**src/rtl/shift_reg_n.sv**
```systemverilog
// N-bit shift/rotate register: parallel load, then a multi-cycle shift or rotate of a
// programmable count, one bit per enabled clock, with busy/done/carry status.
module shift_reg_n #(
  parameter  int unsigned N  = 8,
  localparam int unsigned CW = $clog2(N)
) (
  input  logic          clk,
  input  logic          rst,
  input  logic          en,
  input  logic          load,
  input  logic [N-1:0]  d,
  input  logic          start,
  input  logic [2:0]    mode,
  input  logic [CW-1:0] amt,
  input  logic          serial_in,
  output logic [N-1:0]  q,
  output logic          busy,
  output logic          done,
  output logic          carry
);

  localparam logic [1:0] StIdle  = 2'd0;
  localparam logic [1:0] StShift = 2'd1;
  localparam logic [1:0] StDone  = 2'd2;

  localparam logic [2:0] ModeSll  = 3'd0;
  localparam logic [2:0] ModeSrl  = 3'd1;
  localparam logic [2:0] ModeSra  = 3'd2;
  localparam logic [2:0] ModeRol  = 3'd3;
  localparam logic [2:0] ModeRor  = 3'd4;
  localparam logic [2:0] ModeSls  = 3'd5;
  localparam logic [2:0] ModeSrs  = 3'd6;
  localparam logic [2:0] ModeHold = 3'd7;

  logic [1:0]    state_q, state_d;
  logic [N-1:0]  q_q, q_d;
  logic          carry_q, carry_d;
  logic [CW-1:0] count_q, count_d;
  logic [2:0]    mode_q, mode_d;

  logic [N-1:0]  step_q;
  logic          step_carry;

  // One shift step on the current contents, using the mode captured at start.
  always_comb begin
    step_q     = q_q;
    step_carry = 1'b0;
    case (mode_q)
      ModeSll: begin
        step_q     = {q_q[N-2:0], 1'b0};
        step_carry = q_q[N-1];
      end
      ModeSrl: begin
        step_q     = {1'b0, q_q[N-1:1]};
        step_carry = q_q[0];
      end
      ModeSra: begin
        step_q     = {q_q[N-1], q_q[N-1:1]};
        step_carry = q_q[0];
      end
      ModeRol: begin
        step_q     = {q_q[N-2:0], q_q[N-1]};
        step_carry = q_q[N-1];
      end
      ModeRor: begin
        step_q     = {q_q[0], q_q[N-1:1]};
        step_carry = q_q[0];
      end
      ModeSls: begin
        step_q     = {q_q[N-2:0], serial_in};
        step_carry = q_q[N-1];
      end
      ModeSrs: begin
        step_q     = {serial_in, q_q[N-1:1]};
        step_carry = q_q[0];
      end
      ModeHold: begin
        step_q     = q_q;
        step_carry = 1'b0;
      end
      default: begin
        step_q     = q_q;
        step_carry = 1'b0;
      end
    endcase
  end

  always_comb begin
    state_d = state_q;
    q_d     = q_q;
    carry_d = carry_q;
    count_d = count_q;
    mode_d  = mode_q;
    if (en) begin
      case (state_q)
        StIdle: begin
          // Load has priority over start when both are asserted.
          if (load) begin
            q_d     = d;
            carry_d = 1'b0;
          end else if (start) begin
            mode_d = mode;
            if (amt == '0) begin
              state_d = StDone;
            end else begin
              count_d = amt;
              state_d = StShift;
            end
          end
        end
        StShift: begin
          q_d     = step_q;
          carry_d = step_carry;
          count_d = count_q - CW'(1);
          if (count_q == CW'(1)) begin
            state_d = StDone;
          end
        end
        StDone: begin
          state_d = StIdle;
        end
        default: begin
          state_d = StIdle;
        end
      endcase
    end
  end

  always_ff @(posedge clk or negedge rst) begin
    if (!rst) begin
      state_q <= StIdle;
      q_q     <= '0;
      carry_q <= 1'b0;
      count_q <= '0;
      mode_q  <= ModeSll;
    end else begin
      state_q <= state_d;
      q_q     <= q_d;
      carry_q <= carry_d;
      count_q <= count_d;
      mode_q  <= mode_d;
    end
  end

  assign q     = q_q;
  assign carry = carry_q;
  assign busy  = (state_q == StShift);
  assign done  = (state_q == StDone);

endmodule

```
**config.mk**
```make
export PLATFORM = sky130hd
export DESIGN_NAME = shift_reg_n
export DESIGN_NICKNAME = d
export VERILOG_FILES = /design/src/rtl/shift_reg_n.sv
export SDC_FILE = /design/constraint.sdc
export NUM_CORES = 1
export LEC_CHECK = 0
export ABC_AREA = 1
export CAP_MARGIN = 5
export CORE_ASPECT_RATIO = 2
export CORE_MARGIN = 2
export CORE_UTILIZATION = 40
export CTS_CLUSTER_DIAMETER = 50
export DETAILED_ROUTE_END_ITERATION = 12
export GPL_ROUTABILITY_DRIVEN = 0
export GPL_TIMING_DRIVEN = 0
export PLACE_DENSITY = 0.76
export SLEW_MARGIN = 20
export SYNTH_ARGS = -nofsm -noshare
export SYNTH_HDL_FRONTEND = slang
export SYNTH_SLANG_ARGS = --single-unit
```
**constraint.sdc**
```tcl
create_clock -name clk -period 2.2 [get_ports clk]
set_clock_uncertainty 0.2 [all_clocks]
set_input_delay 0.44 -clock clk [delete_from_list [all_inputs] [get_ports clk]]
set_output_delay 0.44 -clock clk [all_outputs]
set_load 0.1 [all_outputs]
```
==> results of run 1 <==
layer usage:
metal	wire length [um]	up-vias	track usage, %	part of all wire, %
met4	60	0	8.71	2.3
li1	-	587	-	-
met2	1490	27	35.0	57
met3	96	5	1.59	3.7
met1	969	547	18.0	37
met5	0	-	0	0
path summary, 6_finish.rpt:
path	to	slack, ps	depth (start not counted)	startpoint
min	carry	290	2	carry
max in group asynchronous	q[0]	860	1	rst
min reg2reg	carry	290	2	carry
min in group asynchronous	q[7]	450	1	rst
max reg2reg	carry	660	5	mode_q[0]
max	q[2]	30	1	q[2]
final cells by class:
type / count / area (um2)
multi-input cells: 126 / 618
flip-flops and latches: 17 / 425
fillers: 278 / 1230
plain buffers: 3 / 30.0
inverters: 15 / 58.8
repair buffers: 30 / 288
clock buffers: 3 / 41.3
clock inverters: 1 / 5.00
well taps: 29 / 36.3
Yosys cell counts, types with 2 or more instances:
cell | number | area, um2
nor2_1 | 18 | 67.6
o21ai_0 | 3 | 15.0
nand3_1 | 19 | 95.1
or2_2 | 2 | 12.5
nor2_2 | 7 | 43.8
nand2_1 | 46 | 173
dfrtp_1 | 17 | 425
o21ai_1 | 3 | 15.0
inv_2 | 3 | 11.3
a21oi_1 | 12 | 60.1
inv_1 | 11 | 41.3
nand4_1 | 4 | 25.0
nand2_2 | 2 | 12.5
ha_1 | 2 | 25.0
buf_6 | 2 | 22.5
per-stage QoR:
step / hold WS [ps] / instance area, um2 / instances / util [%] / setup slack, ps
2_1_floorplan: -55.6 / 1130 / 161 / - / 297
3_3_place_gp: 271 / 1470 / 220 / 53.7 / -463
3_5_place_dp: 284 / 1470 / 220 / 53.7 / -475
4_1_cts: 296 / 1500 / 224 / 55.0 / 5.30
5_1_grt: 342 / 1500 / 224 / 54.9 / 4.92
6_report: 292 / 1500 / 224 / 54.9 / 34.5
kinds of logic after synthesis:
logic type,Yosys count,synth area share [%]
adder cells (fa/ha/maj),2,2.21
flip-flops,17,37.7
buffers and inverters,18,7.86
AO/OA/AOI/OAI,21,10.9
AND/OR/NAND/NOR,103,41.4
sequential cells by signal (all words and copies together), names as in the netlist:
register,flops
q,8
state_q,2
carry,1
count_q,3
mode_q,3
==> run_results.csv, run 1 <==
group,metric,value,unit
status,status,"finished clean",
finish,layout_common_cells,"46 x nand2_1, 19 x nand3_1, 19 x clkdlybuf4s50_1, 17 x nor2_1, 17 x dfrtp_1",
setup_path,cpPeakStageDelay,870,ps
floorplanning,initial_utilization,41.3,%
synth,seq_area_frac_synth,37.7,%
clock_tree,cts_setup_buffers,0,
drt,routed_wl,2620,um
setup_path,cp_slowest_cell,"dlygate4sd2_1",
clock_tree,cts_resized,19,
synth,synth_edf_count,0,
setup_path,crit_path_end_kind,"primary output",
sta,maxSlewHeadroom,36.5,%
drt,first_pass_iters,4,
finish,areaGrowthSynthToFinish,33.0,%
setup_path,start_kind,"register",
synth,netlist_area,1130,um2
drt,ant_nets,0,
finish,layout.nets,218,
flow_run,maxCapViolations,0,
global_routing,grt_max_degree,18,
clock_tree,clock-sinks,17,
synth,synth_area_per_cell,7.02,um2
floorplanning,die_y,79.2,um
synth,synthesis.nets,183,
global_routing,overflow,0,
clock_tree,cts_tree,"built",
setup_path,crit_chain,"dlygate4sd2_1",
clock_tree,cts_made_buffers,3,
floorplanning,rows,27,
sta,fin_tns_setup,0,ps
sta,min_period_over_period,98.4,%
drt,via_per_inst,5.21,
drt,drt_iter0_drc,20,
drt,routed-via-count,1166,
sta,hold_viol,0,
global_routing,antenna_found_initial,0,
clock_tree,clkTransAtPathRegs,70,ps
synth,syn_inst,161,
setup_path,crit_family,"buffers and inverters",
sta,worst_pin_slew,956,ps
finish,layout_commonest_cell,"nand2_1",
setup_path,crit_required,1560,ps
sta,finalSetupViolCount,0,
global_routing,grt_pass1_vias,1150,
placed_design,numPortBuffers,30,
clock_tree,hold_buffers,0,
floorplanning,die_w,41.6,um
global_routing,grt_pass1_wl,4710,um
synth,synth_warnings,0,
clock_tree,cts.path.max_buffers,2,
placed_design,dp_hpwl,2090,um
worst_hold_path,min_path_type,"register to register",
clock_tree,ctsHtreeMaxLevel,1,
floorplanning,core_area,2740,um2
synth,postSynth.asyncResetShare,100,%
setup_path,path_buf_inv,1,
setup_path,path_class,"register to primary output",
floorplanning,ios,31,
sta,finalMaxSlewViolations,0,
sta,rsz0062_at_grt,"no",
global_routing,track_usage,17.9,%
clock_tree,cts_root_buf,"clkbuf_8",
synth,synthFlopType,"dfrtp_1",
finish,drive_gt1_share,15.4,%
drt,drc_errors,0,
sta,clock.fmax,462,MHz
clock_tree,clk_latency,250,ps
floorplanning,fp.dieArea,3290,um2
synth,synth_seq_cells,17,
setup_path,crit_fanout,4,
setup_path,worstPathArrival,1530,ps
drt,routedWlPerCell,11.7,um
sta,fin_crit,2170,ps
synth,ys_types,25,
finish,num_antenna_cells,0,
Power of run 1 is not shown: default switching activity piles up to over one toggle a cycle in this logic, so the estimate is an artifact.
==> inputs of run 2 (changes only) <==
--- a/config.mk
+++ b/config.mk
@@ -15,7 +15,6 @@
 export GPL_ROUTABILITY_DRIVEN = 0
 export GPL_TIMING_DRIVEN = 0
 export PLACE_DENSITY = 0.76
-export SLEW_MARGIN = 20
 export SYNTH_ARGS = -nofsm -noshare
 export SYNTH_HDL_FRONTEND = slang
 export SYNTH_SLANG_ARGS = --single-unit
==> results of run 2 <==
No change in the layout: final DEF, timing and power equal those of run 1.
Power of run 2 is left out for the same reason.
